==> src/rtl/sdram_init_refresh_ctrl_if.sv <==
// Command-bus and refresh-handshake bundle between the init/refresh sequencer and the scheduler side.
// Latency: none; this is wiring only.
// Backpressure: the scheduler holds off refreshes by withholding ref_gnt while ref_req is high.
interface sdram_init_refresh_ctrl_if;
  logic [12:0] cfg_mode_reg;
  logic        ref_gnt;
  logic        sdr_cke;
  logic        sdr_cs_n;
  logic        sdr_ras_n;
  logic        sdr_cas_n;
  logic        sdr_we_n;
  logic [12:0] sdr_addr;
  logic [1:0]  sdr_ba;
  logic        sdr_init_done;
  logic        ref_req;
  logic        cmd_own;
  logic        ref_ovf;

  // Sequencer side: drives the SDRAM command bus and the refresh request.
  modport master (
    input  cfg_mode_reg, ref_gnt,
    output sdr_cke, sdr_cs_n, sdr_ras_n, sdr_cas_n, sdr_we_n,
    output sdr_addr, sdr_ba, sdr_init_done, ref_req, cmd_own, ref_ovf
  );

  // Scheduler side: supplies the mode value and grants refreshes.
  modport slave (
    output cfg_mode_reg, ref_gnt,
    input  sdr_cke, sdr_cs_n, sdr_ras_n, sdr_cas_n, sdr_we_n,
    input  sdr_addr, sdr_ba, sdr_init_done, ref_req, cmd_own, ref_ovf
  );
endinterface

==> src/rtl/sdram_init_refresh_ctrl.sv <==
// SDRAM power-up init (PRE, N x AUTO REFRESH, LMR) and periodic auto-refresh sequencer.
// Latency: all outputs registered; a grant sampled at edge g puts PRECHARGE on the bus at g+1.
// Backpressure: refreshes wait in a saturating pending counter until ref_gnt; lost ticks set ref_ovf.
module sdram_init_refresh_ctrl #(
  parameter int INIT_WAIT    = 500,
  parameter int TRP          = 2,
  parameter int TRFC         = 7,
  parameter int TMRD         = 2,
  parameter int INIT_REFRESH = 2,
  parameter int REF_INTERVAL = 780,
  parameter int MAX_PEND     = 8
) (
  input  logic                        sdram_clk,
  input  logic                        sdram_resetn,
  sdram_init_refresh_ctrl_if.master   bus
);

  // Command encodings as {cs_n, ras_n, cas_n, we_n}.
  localparam logic [3:0] CMD_NOP = 4'b1111;
  localparam logic [3:0] CMD_PRE = 4'b0010;
  localparam logic [3:0] CMD_REF = 4'b0001;
  localparam logic [3:0] CMD_LMR = 4'b0000;

  // One shared down-counter covers every wait state, so size it for the longest wait.
  localparam int WMAX0 = (INIT_WAIT > TRP)  ? INIT_WAIT : TRP;
  localparam int WMAX1 = (WMAX0 > TRFC)     ? WMAX0     : TRFC;
  localparam int WMAX  = (WMAX1 > TMRD)     ? WMAX1     : TMRD;
  localparam int CW    = $clog2(WMAX + 1);
  localparam int RW    = $clog2(INIT_REFRESH + 1);
  localparam int IW    = $clog2(REF_INTERVAL);

  // Wait-state reload values: the command cycle itself counts as the first cycle of the spacing.
  localparam int TRP_WAIT  = (TRP  > 1) ? TRP  - 2 : 0;
  localparam int TRFC_WAIT = (TRFC > 1) ? TRFC - 2 : 0;
  localparam int TMRD_WAIT = (TMRD > 1) ? TMRD - 2 : 0;

  typedef enum logic [3:0] {
    S_PWRUP,
    S_PRE,
    S_TRP_W,
    S_REF,
    S_TRFC_W,
    S_LMR,
    S_MRD_W,
    S_IDLE,
    S_GNT
  } state_t;

  state_t          state_q, state_d;
  logic [CW-1:0]   wait_q, wait_d;
  logic [RW-1:0]   iref_q, iref_d;
  logic            done_q, done_d;
  logic            own_q, own_d;
  logic [3:0]      cmd_q, cmd_d;
  logic [12:0]     addr_q, addr_d;
  logic [1:0]      ba_q, ba_d;
  logic            cke_q;
  logic            req_q;
  logic            ovf_q;
  logic [3:0]      pend_q;
  logic [IW-1:0]   ivl_q;
  logic            trfc_end;
  logic            tick;
  logic            ref_dec;

  // Next-state and next-command decode; command states last exactly one cycle, so the
  // registered command is a pure function of the state being entered.
  always_comb begin
    state_d  = state_q;
    wait_d   = wait_q;
    iref_d   = iref_q;
    done_d   = done_q;
    own_d    = own_q;
    trfc_end = 1'b0;
    cmd_d    = CMD_NOP;
    addr_d   = '0;
    ba_d     = '0;

    case (state_q)
      S_PWRUP: begin
        if (wait_q == '0) state_d = S_PRE;
        else              wait_d  = wait_q - 1'b1;
      end
      S_PRE: begin
        if (TRP > 1) begin
          state_d = S_TRP_W;
          wait_d  = CW'(TRP_WAIT);
        end else begin
          state_d = S_REF;
        end
      end
      S_TRP_W: begin
        if (wait_q == '0) state_d = S_REF;
        else              wait_d  = wait_q - 1'b1;
      end
      S_REF: begin
        if (TRFC > 1) begin
          state_d = S_TRFC_W;
          wait_d  = CW'(TRFC_WAIT);
        end else begin
          trfc_end = 1'b1;
        end
      end
      S_TRFC_W: begin
        if (wait_q == '0) trfc_end = 1'b1;
        else              wait_d   = wait_q - 1'b1;
      end
      S_LMR: begin
        if (TMRD > 1) begin
          state_d = S_MRD_W;
          wait_d  = CW'(TMRD_WAIT);
        end else begin
          state_d = S_IDLE;
          done_d  = 1'b1;
          own_d   = 1'b0;
        end
      end
      S_MRD_W: begin
        if (wait_q == '0) begin
          state_d = S_IDLE;
          done_d  = 1'b1;
          own_d   = 1'b0;
        end else begin
          wait_d  = wait_q - 1'b1;
        end
      end
      S_IDLE: begin
        // Grant only counts while a request is visible to the scheduler.
        if (req_q && bus.ref_gnt) state_d = S_GNT;
      end
      S_GNT: begin
        // Take the bus together with the PRECHARGE one cycle after the grant edge.
        state_d = S_PRE;
        own_d   = 1'b1;
      end
      default: state_d = S_PWRUP;
    endcase

    // End of tRFC: init loops through the remaining refreshes, run-time goes back to IDLE.
    if (trfc_end) begin
      if (done_q) begin
        state_d = S_IDLE;
        own_d   = 1'b0;
      end else if (iref_q == RW'(INIT_REFRESH)) begin
        state_d = S_LMR;
      end else begin
        state_d = S_REF;
      end
    end

    if ((state_d == S_REF) && !done_q) iref_d = iref_q + 1'b1;

    case (state_d)
      S_PRE: begin
        cmd_d      = CMD_PRE;
        addr_d[10] = 1'b1;
      end
      S_REF: cmd_d = CMD_REF;
      S_LMR: begin
        cmd_d  = CMD_LMR;
        addr_d = bus.cfg_mode_reg;
      end
      default: cmd_d = CMD_NOP;
    endcase
  end

  // Sequencer state, wait counter and registered command bus.
  always_ff @(posedge sdram_clk or negedge sdram_resetn) begin
    if (!sdram_resetn) begin
      state_q <= S_PWRUP;
      wait_q  <= CW'(INIT_WAIT);
      iref_q  <= '0;
      done_q  <= 1'b0;
      own_q   <= 1'b1;
      cmd_q   <= CMD_NOP;
      addr_q  <= '0;
      ba_q    <= '0;
      cke_q   <= 1'b0;
    end else begin
      state_q <= state_d;
      wait_q  <= wait_d;
      iref_q  <= iref_d;
      done_q  <= done_d;
      own_q   <= own_d;
      cmd_q   <= cmd_d;
      addr_q  <= addr_d;
      ba_q    <= ba_d;
      cke_q   <= 1'b1;
    end
  end

  // A tick fires on the cycle the interval counter sits at zero; a run-time REF consumes one.
  assign tick    = done_q && (ivl_q == '0);
  assign ref_dec = done_q && (state_d == S_REF);

  // Refresh interval timer, free-running once init has completed.
  always_ff @(posedge sdram_clk or negedge sdram_resetn) begin
    if (!sdram_resetn) begin
      ivl_q <= IW'(REF_INTERVAL - 1);
    end else if (done_q) begin
      if (ivl_q == '0) ivl_q <= IW'(REF_INTERVAL - 1);
      else             ivl_q <= ivl_q - 1'b1;
    end
  end

  // Saturating pending-refresh counter with sticky overflow on a lost tick.
  always_ff @(posedge sdram_clk or negedge sdram_resetn) begin
    if (!sdram_resetn) begin
      pend_q <= '0;
      ovf_q  <= 1'b0;
    end else begin
      case ({tick, ref_dec})
        2'b10: begin
          if (pend_q == 4'(MAX_PEND)) ovf_q  <= 1'b1;
          else                        pend_q <= pend_q + 1'b1;
        end
        2'b01:   pend_q <= pend_q - 1'b1;
        default: pend_q <= pend_q;
      endcase
    end
  end

  // Request is only advertised while parked in IDLE so a grant cannot race an active sequence.
  always_ff @(posedge sdram_clk or negedge sdram_resetn) begin
    if (!sdram_resetn) req_q <= 1'b0;
    else               req_q <= (pend_q != '0) && (state_q == S_IDLE);
  end

  assign bus.sdr_cke       = cke_q;
  assign bus.sdr_cs_n      = cmd_q[3];
  assign bus.sdr_ras_n     = cmd_q[2];
  assign bus.sdr_cas_n     = cmd_q[1];
  assign bus.sdr_we_n      = cmd_q[0];
  assign bus.sdr_addr      = addr_q;
  assign bus.sdr_ba        = ba_q;
  assign bus.sdr_init_done = done_q;
  assign bus.ref_req       = req_q;
  assign bus.cmd_own       = own_q;
  assign bus.ref_ovf       = ovf_q;

endmodule
==> src/flat_wrapper.sv <==
// flat-port wrapper written by rule: the top's interface ports become plain ports
module sdram_init_refresh_ctrl_flat 
#(
  parameter int INIT_WAIT    = 500,
  parameter int TRP          = 2,
  parameter int TRFC         = 7,
  parameter int TMRD         = 2,
  parameter int INIT_REFRESH = 2,
  parameter int REF_INTERVAL = 780,
  parameter int MAX_PEND     = 8
)
  (sdram_clk, sdram_resetn, bus_cfg_mode_reg, bus_ref_gnt, bus_sdr_cke, bus_sdr_cs_n, bus_sdr_ras_n, bus_sdr_cas_n, bus_sdr_we_n, bus_sdr_addr, bus_sdr_ba, bus_sdr_init_done, bus_ref_req, bus_cmd_own, bus_ref_ovf);
  sdram_init_refresh_ctrl_if bus_i ();
  input  logic sdram_clk;
  input  logic sdram_resetn;
  input wire logic [$bits(bus_i.cfg_mode_reg)-1:0] bus_cfg_mode_reg;
  input wire logic [$bits(bus_i.ref_gnt)-1:0] bus_ref_gnt;
  output wire logic [$bits(bus_i.sdr_cke)-1:0] bus_sdr_cke;
  output wire logic [$bits(bus_i.sdr_cs_n)-1:0] bus_sdr_cs_n;
  output wire logic [$bits(bus_i.sdr_ras_n)-1:0] bus_sdr_ras_n;
  output wire logic [$bits(bus_i.sdr_cas_n)-1:0] bus_sdr_cas_n;
  output wire logic [$bits(bus_i.sdr_we_n)-1:0] bus_sdr_we_n;
  output wire logic [$bits(bus_i.sdr_addr)-1:0] bus_sdr_addr;
  output wire logic [$bits(bus_i.sdr_ba)-1:0] bus_sdr_ba;
  output wire logic [$bits(bus_i.sdr_init_done)-1:0] bus_sdr_init_done;
  output wire logic [$bits(bus_i.ref_req)-1:0] bus_ref_req;
  output wire logic [$bits(bus_i.cmd_own)-1:0] bus_cmd_own;
  output wire logic [$bits(bus_i.ref_ovf)-1:0] bus_ref_ovf;
  assign bus_i.cfg_mode_reg = bus_cfg_mode_reg;
  assign bus_i.ref_gnt = bus_ref_gnt;
  assign bus_sdr_cke = bus_i.sdr_cke;
  assign bus_sdr_cs_n = bus_i.sdr_cs_n;
  assign bus_sdr_ras_n = bus_i.sdr_ras_n;
  assign bus_sdr_cas_n = bus_i.sdr_cas_n;
  assign bus_sdr_we_n = bus_i.sdr_we_n;
  assign bus_sdr_addr = bus_i.sdr_addr;
  assign bus_sdr_ba = bus_i.sdr_ba;
  assign bus_sdr_init_done = bus_i.sdr_init_done;
  assign bus_ref_req = bus_i.ref_req;
  assign bus_cmd_own = bus_i.cmd_own;
  assign bus_ref_ovf = bus_i.ref_ovf;
  sdram_init_refresh_ctrl #(.INIT_WAIT(INIT_WAIT), .TRP(TRP), .TRFC(TRFC), .TMRD(TMRD), .INIT_REFRESH(INIT_REFRESH), .REF_INTERVAL(REF_INTERVAL), .MAX_PEND(MAX_PEND)) u_core (.sdram_clk(sdram_clk), .sdram_resetn(sdram_resetn), .bus(bus_i));
endmodule
==> config.mk <==
export PLATFORM = sky130hd
export DESIGN_NAME = sdram_init_refresh_ctrl_flat
export DESIGN_NICKNAME = d
export VERILOG_FILES = /design/src/rtl/sdram_init_refresh_ctrl_if.sv /design/src/rtl/sdram_init_refresh_ctrl.sv /design/src/flat_wrapper.sv
export SDC_FILE = /design/constraint.sdc
export NUM_CORES = 1
export LEC_CHECK = 0
export BUFFER_PORTS_ARGS = -buffer_cell sky130_fd_sc_hd__buf_2
export CORE_ASPECT_RATIO = 1.4
export CORE_MARGIN = 3
export CORE_UTILIZATION = 50
export DETAILED_ROUTE_END_ITERATION = 10
export GPL_TIMING_DRIVEN = 0
export PLACE_DENSITY = 0.73
export SYNTH_ARGS = -nofsm -noshare
export SYNTH_HDL_FRONTEND = slang
export SYNTH_SLANG_ARGS = --single-unit
==> constraint.sdc <==
create_clock -name sdram_clk -period 2.6 [get_ports sdram_clk]
set_input_delay 0.39 -clock sdram_clk [delete_from_list [all_inputs] [get_ports sdram_clk]]
set_output_delay 0.39 -clock sdram_clk [all_outputs]
set_load 0.05 [all_outputs]
# Word-level counts from Yosys, hierarchy flattened
# Cells that the tools add are included.
[word_totals]
register_bits = 51
latchBits = 0
mem_bits_rw = 0
rom_bits = 0
output_inout_bits = 24
word_cells = 75
memories = 0
[op_classes]
n_addsub = 5
multipliers = 0
div_mod_pow = 0
order_cmp = 0
n_eq_ne = 17
shifts = 0
muxes = 23
bitwise = 0
n_reduce_logical = 18
[ops]
columns = ["operator", "n"]
rows = [
  ["$pmux 4 s9", 1],
  ["$mux 4", 7],
  ["$pmux 9 s3", 1],
  ["$eq 4x3->1 const B", 5],
  ["$mux 10", 2],
  ["$eq 4x2->1 const B", 3],
  ["$pmux 4 s3", 1],
  ["$logic_not 10->1", 1],
  ["$sub 10x1->10 const B", 1],
  ["$logic_not 9->1", 1],
  ["$mux 9", 1],
  ["$sub 9x1->9 const B", 1],
  ["$eq 4x1->1 const B", 2],
  ["$eq 4x4->1 const B", 2],
  ["$pmux 4 s2", 1],
  ["$reduce_and 2->1", 4],
  ["$logic_and 1x1->1", 5],
  ["$mux 1", 5],
  ["$add 4x1->4 const B", 1],
  ["$eq 2x2->1 const B", 2],
  ["$logic_not 4->1", 1],
  ["$ne 2x2->1 const B", 2],
  ["$pmux 1 s2", 2],
  ["$reduce_bool 4->1", 1],
  ["other kinds (10)", 10],
]

# Depth between registers and ports, before layout
# Gate-level depths: netlist (run 1).
[logic_depth]
word_depth = 9
depth_mapped = 13
ltp_nobuf = 13

# Worst setup path before layout (run 1)
# No wires, ideal clock.
[synth_timing]
path_type = "register -> register"
start = "reg u_core.wait_q[0]"
end = "reg u_core.pend_q[3]"
setup_time_ns = 0.079
arrival_time_ns = 2.732
t_required_ns = 2.521
slack_ns = -0.212
stages_incl_launch_ff = 14
cell_sequence = "dfrtp_1 > inv_1 > ha_1 > or4b_4 > nor2_8 > a221o_4 > nand4_1 > inv_1 > ha_1 > a21o_1 > a21oi_1 > nor3_1 > mux2_1 > mux2i_1"
[synth_via]
elab_chain_cells = 9
elab_cells_between_ends = 16
classes_between = "eq/ne: 4; mux: 8; reduce/logical: 4"
[synth_rtl]
columns = ["element", "line_no", "source"]
rows = [
  ["from (decl)", "sdram_init_refresh_ctrl.sv:50", "logic [CW-1:0] wait_q, wait_d;"],
  ["from (signal assigned)", "sdram_init_refresh_ctrl.sv:171", "wait_q <= CW'(INIT_WAIT);"],
  ["from (signal assigned)", "sdram_init_refresh_ctrl.sv:181", "wait_q <= wait_d;"],
  ["$logic_not 9->1 *", "--", ""],
  ["$mux 4, or another cell as far along", "sdram_init_refresh_ctrl.sv:119", "if (wait_q == '0) begin"],
  ["$pmux 4 s9 / $mux 1 (equally long branches)", "--", ""],
  ["$mux 4 *", "sdram_init_refresh_ctrl.sv:140", "if (trfc_end) begin"],
  ["named net u_core.state_d[0]", "sdram_init_refresh_ctrl.sv:49", "state_t state_q, state_d;"],
  ["$eq 4x2->1 *", "sdram_init_refresh_ctrl.sv:194", "assign ref_dec = done_q && (state_d == S_REF);"],
  ["$logic_and 1x1->1 *", "sdram_init_refresh_ctrl.sv:194", ""],
  ["$eq 2x2->1 / $eq 2x1->1 (equally long branches)", "sdram_init_refresh_ctrl.sv:212", "case ({tick, ref_dec})"],
  ["$ne 2x2->1 (no source line) / $reduce_bool 2->1 (equally long branches)", "--", ""],
  ["$reduce_and 2->1 (no source line)", "--", ""],
  ["to (signal assigned)", "sdram_init_refresh_ctrl.sv:215", "else pend_q <= pend_q + 1'b1;"],
  ["to (signal assigned)", "sdram_init_refresh_ctrl.sv:217", "2'b01: pend_q <= pend_q - 1'b1;"],
  ["to (signal assigned)", "sdram_init_refresh_ctrl.sv:218", "default: pend_q <= pend_q;"],
  ["to (decl)", "sdram_init_refresh_ctrl.sv:60", "logic [3:0] pend_q;"],
]
# The timed path passes the listed nets; every way through them passes the cells marked *.
# A chain may end at the register's enable or synchronous reset.

# Final worst setup path (run 1)
# Ends and elaborated chain as after synthesis.

==> results.json, run 1 <==
{
  "first_global_vias": 1831,
  "synth-main-ff-cell": "dfrtp_1",
  "wire_per_inst_um": 13.7,
  "grt_max_degree": 51,
  "reg2reg_from": "u_core.wait_q[0]",
  "cp_slowest_cell": "or4b_4",
  "cts.clk_slew.worst_paths_ns": 0.09,
  "power.internal_mw": 1.65,
  "hold_class": "input port to async pin",
  "antenna_found_initial": 0,
  "grt_pass1_wl_um": 8300,
  "fin_crit_sh_pct": 105,
  "critPathMaxFanout": 5,
  "cts_root_buf": "clkbuf_8",
  "p_leak_nw": 1.40,
  "wl_um": 4690,
  "grt_usage_pct": 18.8,
  "pin_count": 40,
  "drc": 0,
  "cap_violations": 0,
  "hold_buffers": 0,
  "r2r-end": "u_core.pend_q[3]",
  "final_hold_viol_count": 0,
  "dieArea_um2": 5770,
  "post_route_cells_drive_above_1_share_pct": 33.5,
  "gp_routability_congestion": 0.791,
  "start_util_pct": 53.0,
  "synthTopCellsByArea": "dfrtp_1 36%, dfstp_2 16%, nor2_1 3.4%, and2_1 3.3%, ha_1 3.1%",
  "ys_seq_area_share_pct": 52.0,
  "combPwrFrac_pct": 29.9,
  "setup_slack_ns": -0.127,
  "place_ws_ns": -0.324,
  "area_growth_pct": 19.9,
  "synth_commonest_cells": "35 x dfrtp_1, 22 x nor2_1, 17 x inv_1",
  "critPathArrivalTime_ns": 2.96,
  "synth_enable_flop_cells": 0,
  "crit_path_frequent_cell": "ha_1",
  "async_flop_share_pct": 100,
  "violations": "negative setup slack",
  "detailed_place_hpwl_um": 3330,
  "die_h_um": 88.7,
  "path_cells": "inv_2 > ha_1 > or4b_4 > nor2_8 > a221o_4 > nand4_1 > inv_1 > ha_1 > a21o_1 > a21oi_2 > nor3_2 > mux2_4 > mux2i_1",
  "slew_viol_final": 0,
  "status": "finished, violations left",
  "via_per_inst": 5.25,
  "rows": 29,
  "die_width_um": 65.1,
  "cts_max_level": 2,
  "r2r_slack_ns": -0.13,
  "start_kind": "flop",
  "r2r_cells": 13,
  "max_slew_margin_pct": 29.1,
  "pwr-share-clk_pct": 26.6,
  "power_density_nw_per_um2": 833,
  "fillers": 404,
  "cp.required_ns": 2.84,
  "nNetsFinal": 303,
  "drt_iter0_markers": 81,
  "cts_buffers": 5,
  "vias": 1800,
  "power_mw": 2.44,
  "synth_warnings": 0,
  "coreArea_um2": 4610,
  "cts.sinks": 50,
  "max_stage_delay_ns": 0.50,
  "synth-seq-cells": 50,
  "detail-route-antenna-nets": 0,
  "crit_type": "flop to flop",
  "rsz0062_at_grt": "true",
  "pwr-share-seq_pct": 43.6,
  "cts_tree": "done",
  "endpoint_kind": "flop",
  "synth_largest_area_cell": "dfrtp_1",
  "period_needed_ns": 2.73,
  "synth_cells": 228,
  "clk-insertion-delay-late_ns": 0.30,
  "yosysMostFrequentCell": "dfrtp_1",
  "synth_area_um2": 2440,
  "synthDominantCellAreaShare_pct": 35.8,
  "tightest_slew_ns": 1.06,
  "fmax_ghz": 0.367,
  "p_switching_mw": 0.794,
  "grt_overflow_total": 0,
  "ir_drop_uv": 426,
  "n_antenna_cell": 0,
  "drtPass1Iterations": 4,
  "cts_buffer_depth": 2,
  "io_buffers": 37,
  "yosysUniqueCellTypes": 55,
  "sw_frac_of_total_pct": 32.6,
  "syn_avg_cell_area_um2": 10.7,
  "clock_skew_ns": 0.00512,
  "setup_viol": 1
}
-- per-layer routing --
layer / GRT usage (%) / part of all wire, % / vias up
met1: 21.1 / 40 / 875
met2: 34.4 / 54 / 28
met3: 3.68 / 3.2 / 12
li1: - / - / 885
met5: 0 / 0 / -
met4: 8.49 / 2.2 / 0
-- critical path, delay by kind of cell, from the launching register on --
kind / cells / cell delay [ns]
compound gates: 3 / 0.53
fa+ha+maj: 2 / 0.35
buf+inv: 2 / 0.16
flops: 1 / 0.40
mux: 2 / 0.40
simple gates: 4 / 0.81
-- worst max-delay path by stage --
stage                             endpoint              from  cells after the start  slack, ns
after floorplan           u_core.pend_q[3]  u_core.wait_q[0]                     13      -0.11
after global placement    u_core.pend_q[3]  u_core.wait_q[0]                     13      -0.27
after detailed placement  u_core.pend_q[3]  u_core.wait_q[0]                     13      -0.32
after CTS                 u_core.pend_q[3]  u_core.wait_q[0]                     13      -0.11
after global routing      u_core.pend_q[3]  u_core.wait_q[0]                     13      -0.27
final                     u_core.pend_q[3]  u_core.wait_q[0]                     13      -0.13
-- flip-flops by register name, indices dropped and copies added, names as in the netlist, 2 cells and up --
| signal | count |
|---|---|
| u_core.bus.sdr_addr | 13 |
| u_core.cmd_q | 3 |
| u_core.state_q | 4 |
| u_core.wait_q | 9 |
| u_core.iref_q | 2 |
| u_core.ivl_q | 10 |
| u_core.pend_q | 4 |
-- stage by stage --
stage / TNS (ns) / hold WS, ns / cells / utilization (%) / instance area, µm²
3_3_place_gp: -0.269 / 0.454 / 328 / 59.0 / 2720
2_1_floorplan: -0.109 / 0.0944 / 229 / - / 2450
4_1_cts: -0.112 / 0.274 / 344 / 63.5 / 2930
3_5_place_dp: -0.324 / 0.451 / 328 / 59.0 / 2720
6_report: -0.127 / 0.268 / 343 / 63.6 / 2930
5_1_grt: -0.274 / 0.270 / 343 / 63.6 / 2930
-- kinds of logic (layout without fill, tap and decap cells) --
logic type / after synthesis / in the layout / synth area share [%]
muxes: 6 / 6 / 2.51
DFF: 50 / 50 / 52.0
other: 2 / 3 / 0.307
AOI/OAI and AO/OA: 41 / 41 / 13.2
adders and majority gates: 7 / 7 / 3.89
and+or+nand+nor: 83 / 83 / 19.3
xor gates and xnor gates: 11 / 11 / 3.94
buffers and inverters: 28 / 80 / 4.86
-- power by group through the flow --
stage,logic (mW),registers (mW),clock network [mW]
6_report,0.729,1.06,0.649
5_1_grt,0.824,1.08,0.699
4_1_cts,0.748,1.04,0.659
3_5_place_dp,0.679,1.06,0
3_3_place_gp,0.658,1.05,0
2_1_floorplan,0.518,1.06,0
-- what timing repair did --
| action | CTS | global route |
|---|---|---|
| endpoints found under the setup margin | 1 | 2 |
| pin swaps | 5 | 2 |
| setup buffers | 8 | 0 |
| gates resized for setup | 3 | 3 |
-- cell usage in the layout (no fill, tap or decap), types with 4 or more instances in the layout --
master,n
ha_1,6
dfstp_2,15
a21oi_1,8
nor3_1,4
o21ai_0,6
and2_1,13
xor2_1,6
nor2_1,22
buf_4,11
mux2i_1,5
xnor2_1,5
nand2_1,14
dfrtp_1,35
clkbuf_1,4
clkbuf_8,5
inv_1,15
buf_2,38
-- cell type report --
| type | count | area [µm²] | share of cell area [%] |
|---|---|---|---|
| Buffer | 10 | 52.6 | 1.79 |
| Clock buffer | 5 | 68.8 | 2.35 |
| Clock inverter | 3 | 68.8 | 2.35 |
| Inverter | 17 | 63.8 | 2.18 |
| Multi-Input combinational cell | 151 | 1080 | 37.0 |
| Sequential cell | 50 | 1270 | 43.3 |
| Tap cell | 62 | 77.6 | 2.65 |
| Timing Repair Buffer | 45 | 245 | 8.37 |
No activity file was read; power rests on OpenSTA's default activity.
==> inputs of run 2 (changes only) <==
- GPL_TIMING_DRIVEN: 0 -> default
- MAX_ROUTING_LAYER: default -> met4
==> results.json, run 2 (synthesized netlist as in run 1, its figures left out) <==
{
  "status": "finished, violations left",
  "violations": "negative setup slack",
  "endpoint_kind": "flop",
  "drt_iter0_markers": 75,
  "setup_viol": 1,
  "min_to": "u_core.bus.sdr_addr[6]",
  "power_mw": 2.40,
  "grt_max_degree": 35,
  "rsz0062_at_grt": "true",
  "area_growth_pct": 21.2,
  "via_per_inst": 5.21,
  "cts.sinks": 50,
  "cts_root_buf": "clkbuf_8",
  "place_ws_ns": -0.100,
  "antenna_found_initial": 0,
  "die_h_um": 88.7,
  "max_slew_margin_pct": 55.7,
  "crit_type": "flop to flop",
  "wire_per_inst_um": 13.6,
  "nNetsFinal": 308,
  "period_needed_ns": 2.66,
  "grt_pass1_wl_um": 8360,
  "io_buffers": 37,
  "clk-insertion-delay-late_ns": 0.31,
  "start_util_pct": 53.0,
  "grt_usage_pct": 19.4,
  "grt_overflow_total": 0,
  "fin_crit_sh_pct": 102,
  "hold_path_startpoint": "bus_cfg_mode_reg[6]",
  "wl_um": 4720,
  "cts.clk_slew.worst_paths_ns": 0.10,
  "clock_skew_ns": 0.0148,
  "vias": 1814,
  "coreArea_um2": 4610,
  "whs_ns": 0.281,
  "ir_drop_uv": 420,
  "setup_slack_ns": -0.0577,
  "die_width_um": 65.1,
  "r2r_cells": 13,
  "start_kind": "flop",
  "gp_routability_congestion": 0.793,
  "final_common_cell": "buf_2",
  "slew_viol_final": 0,
  "largest_register_ffs": 13,
  "cts_tree": "done",
  "drc": 0,
  "p_leak_nw": 1.43,
  "cap_violations": 0,
  "tightest_slew_ns": 0.658,
  "cts_buffers": 5,
  "dieArea_um2": 5770,
  "post_route_cells_drive_above_1_share_pct": 35.7,
  "power_density_nw_per_um2": 811,
  "drtPass1Iterations": 4,
  "hold_class": "input port to flop",
  "cts_max_level": 2,
  "critPathMaxFanout": 4,
  "final_cell_mix": "37 x buf_2, 35 x dfrtp_1, 22 x nor2_1, 22 x buf_4, 15 x dfstp_2",
  "pin_count": 40,
  "critPathArrivalTime_ns": 2.90,
  "final_hold_viol_count": 0,
  "rows": 29,
  "detailed_place_hpwl_um": 3650,
  "min_path_cells": 2,
  "n_antenna_cell": 0,
  "cp.required_ns": 2.84,
  "r2r-end": "u_core.pend_q[3]",
  "finalCoreUtilization_pct": 64.3,
  "cts_buffer_depth": 2,
  "detail-route-antenna-nets": 0,
  "reg2reg_from": "u_core.wait_q[0]",
  "r2r_slack_ns": -0.06,
  "first_global_vias": 1867,
  "fmax_ghz": 0.376
}
-- run 2: cell count changes in the layout (fill, tap and decap cells not counted), moves of 2 or more --
cell / previous run / this run
clkbuf_1: 4 / 0
nor3_1: 4 / 6
nor3_2: 2 / 0
buf_4: 11 / 22
clkbuf_2: 2 / 0
-- run 2: cell type report --
type / instances / area (µm²)
multi-input cells: 151 / 1070
clock buffers: 5 / 68.8
well taps: 62 / 77.6
clock inverters: 3 / 47.5
inverters: 17 / 63.8
repair buffers: 60 / 360
flip-flops and latches: 50 / 1270
fillers: 388 / 1650
-- run 2: stage by stage --
step,area [µm²],instances,setup TNS (ns)
2_1_floorplan,2450,229,-0.109
3_3_place_gp,2810,337,-0.0263
3_5_place_dp,2810,337,-0.100
4_1_cts,2950,348,-0.0600
5_1_grt,2960,348,-0.223
6_report,2960,348,-0.0577
-- run 2: worst max-delay path by stage --
stage | start | to | cells after the start
floorplan | u_core.wait_q[0] | u_core.pend_q[3] | 13
global placement | u_core.wait_q[1] | u_core.pend_q[3] | 13
detailed placement | u_core.wait_q[1] | u_core.pend_q[3] | 13
CTS | u_core.wait_q[1] | u_core.pend_q[3] | 13
global route | u_core.wait_q[0] | u_core.pend_q[3] | 13
finish | u_core.wait_q[0] | u_core.pend_q[3] | 13
-- run 2: power by group --
group	leakage [nW]	total, mW	switching (mW)	internal, mW
Combinational	0.771	0.784	0.407	0.377
Clock	0.0587	0.560	0.268	0.292
Sequential	0.596	1.06	0.123	0.937
-- run 2: repair_timing --
item                                    in CTS  in global routing
endpoints found under the setup margin       1                  2
endpoints found under the hold margin        8                  0
hold buffers                                 1                  0
buffers inserted                             2                  0
pin swaps                                    2                  1
gates resized for setup                      1                  3
-- run 2: routing by layer --
| metal | track usage (%) | share of wire (%) |
|---|---|---|
| met5 | - | 0 |
| met4 | 6.60 | 1.9 |
| met3 | 4.32 | 2.5 |
| met2 | 33.4 | 54 |
| met1 | 22.2 | 42 |
-- run 2: critical path: stages, from the launching register on --
cell	delay, ns
dfrtp_1	0.39
inv_2	0.06
ha_1	0.12
or4b_4	0.50
nor2_8	0.14
a221o_4	0.17
nand4_1	0.13
inv_2	0.09
ha_1	0.22
a21o_1	0.16
a21oi_2	0.16
nor3_1	0.07
mux2_4	0.27
mux2i_1	0.12
==> inputs of run 3 (changes only) <==
- HOLD_SLACK_MARGIN: default -> 0.02
- RECOVER_POWER: default -> 100
- TNS_END_PERCENT: default -> 30
==> results.json, run 3 (synthesized netlist as in run 1, its figures left out) <==
{
  "status": "finished, violations left",
  "violations": "negative setup slack",
  "cts_root_buf": "clkbuf_8",
  "setup_viol": 1,
  "setup_slack_ns": -0.0579,
  "critPathArrivalTime_ns": 2.90,
  "hold_class": "input port to flop",
  "fillers": 407,
  "p_leak_nw": 1.32,
  "nNetsFinal": 308,
  "power_mw": 2.38,
  "start_kind": "flop",
  "grt_usage_pct": 19.4,
  "largest_register_ffs": 13,
  "period_needed_ns": 2.66,
  "r2r_slack_ns": -0.06,
  "whs_ns": 0.286,
  "fmax_ghz": 0.376,
  "critPathMaxFanout": 4,
  "vias": 1804,
  "final_hold_viol_count": 0,
  "dpl_cell_area_um2": 2810,
  "drt-met1-wl_um": 2000,
  "p_switching_mw": 0.789,
  "ir_drop_uv": 419,
  "cts_tree": "done",
  "gp_routability_congestion": 0.793,
  "rows": 29,
  "n_antenna_cell": 0,
  "combPwrFrac_pct": 32.1,
  "cp.required_ns": 2.84,
  "grt_overflow_total": 0,
  "min_to": "u_core.bus.sdr_addr[6]",
  "start_util_pct": 53.0,
  "area_growth_pct": 19.1,
  "grt_pass1_wl_um": 8360,
  "wire_per_inst_um": 13.5,
  "cts_max_level": 2,
  "clock_skew_ns": 0.0144,
  "drt_iter0_markers": 79,
  "cts.clk_slew.worst_paths_ns": 0.09,
  "wl_met3_um": 108,
  "sw_frac_of_total_pct": 33.1,
  "pwr-share-seq_pct": 44.5,
  "die_h_um": 88.7,
  "final_area_um2": 2910,
  "first_global_vias": 1867,
  "clk-insertion-delay-late_ns": 0.31,
  "met2_length_um": 2510,
  "fin_crit_sh_pct": 102,
  "max_slew_margin_pct": 41.2,
  "drtPass1Iterations": 4,
  "power.internal_mw": 1.59,
  "regArea_um2": 1270,
  "multi_input_area_um2": 1060,
  "cap_violations": 0,
  "hold_path_startpoint": "bus_cfg_mode_reg[6]",
  "antenna_found_initial": 0,
  "coreArea_um2": 4610,
  "pin_count": 40,
  "grt_max_degree": 35,
  "min_path_cells": 2,
  "cts_buffer_depth": 2,
  "cts_buffers": 5,
  "routed.top_layer": "met4",
  "via_per_inst": 5.18,
  "dieArea_um2": 5770,
  "r2r_cells": 13,
  "reg2reg_from": "u_core.wait_q[0]",
  "drc": 0,
  "max_stage_delay_ns": 0.50,
  "pwr-share-clk_pct": 23.4,
  "place_ws_ns": -0.100,
  "tightest_slew_ns": 0.882,
  "path_cells": "inv_2 > ha_1 > or4b_4 > nor2_8 > a221o_4 > nand4_1 > inv_2 > ha_1 > a21o_1 > a21oi_2 > nor3_1 > mux2_4 > mux2i_1",
  "die_width_um": 65.1,
  "wl_um": 4710,
  "slew_viol_final": 0,
  "cp_slowest_cell": "or4b_4",
  "crit_type": "flop to flop",
  "post_route_cells_drive_above_1_share_pct": 25.5,
  "endpoint_kind": "flop",
  "cts.sinks": 50,
  "power_density_nw_per_um2": 818,
  "detail-route-antenna-nets": 0,
  "final_cell_mix": "35 x dfrtp_1, 25 x clkbuf_1, 23 x nor2_1",
  "rsz0062_at_grt": "true",
  "r2r-end": "u_core.pend_q[3]",
  "io_buffers": 37,
  "detailed_place_hpwl_um": 3650,
  "final_common_cell": "dfrtp_1"
}
[run 3: critical path: cells and delay by family, from the launching register on]
| family | cells | cell delay, ns |
|---|---|---|
| fa+ha+maj | 2 | 0.34 |
| simple gates | 4 | 0.84 |
| mux | 2 | 0.39 |
| flops | 1 | 0.39 |
| buf+inv | 2 | 0.15 |
| compound gates | 3 | 0.49 |
[run 3: layout make-up]
class,instances,share of cell area [%]
clock buffer,5,2.36
multi-input combinational,151,36.5
clock inverter,3,1.63
inverter,17,2.19
timing repair buffer,60,11.0
sequential,50,43.6
tap,62,2.66
[run 3: through the flow]
stage          TNS (ns)  util (%)  cells
6_report        -0.0579      63.2    348
5_1_grt          -0.228      63.2    348
4_1_cts         -0.0600      64.1    348
3_5_place_dp     -0.100      61.0    337
3_3_place_gp    -0.0263      61.0    337
2_1_floorplan    -0.109         -    229
[run 3: repair_timing]
| item | CTS | global route |
|---|---|---|
| hold buffers | 1 | 0 |
| pin swaps | 2 | 1 |
| resized for setup | 1 | 2 |
| hold endpoints to repair | 8 | 0 |
| endpoints found under the setup margin | 1 | 2 |
| gates cloned | 0 | 0 |
| setup buffers | 2 | 0 |
[run 3: how the worst max path moves through the flow]
stage / startpoint / to / depth (start not counted)
3_5_place_dp: u_core.wait_q[1] / u_core.pend_q[3] / 13
4_1_cts: u_core.wait_q[1] / u_core.pend_q[3] / 13
2_1_floorplan: u_core.wait_q[0] / u_core.pend_q[3] / 13
6_report: u_core.wait_q[0] / u_core.pend_q[3] / 13
3_3_place_gp: u_core.wait_q[1] / u_core.pend_q[3] / 13
5_1_grt: u_core.wait_q[0] / u_core.pend_q[3] / 13
[run 3: power groups by stage]
stage               clock [mW]  combinational, mW  sequential [mW]
floorplan                    0              0.518             1.06
global placement             0              0.747             1.07
detailed placement           0              0.768             1.07
CTS                      0.574              0.775             1.06
global route             0.610              0.854             1.08
finish                   0.557              0.765             1.06
[run 3: routing by layer]
metal / up-vias / global-route usage (%)
met5: - / -
li1: 889 / -
met3: 10 / 4.32
met2: 19 / 33.4
met1: 886 / 22.2
met4: 0 / 6.60
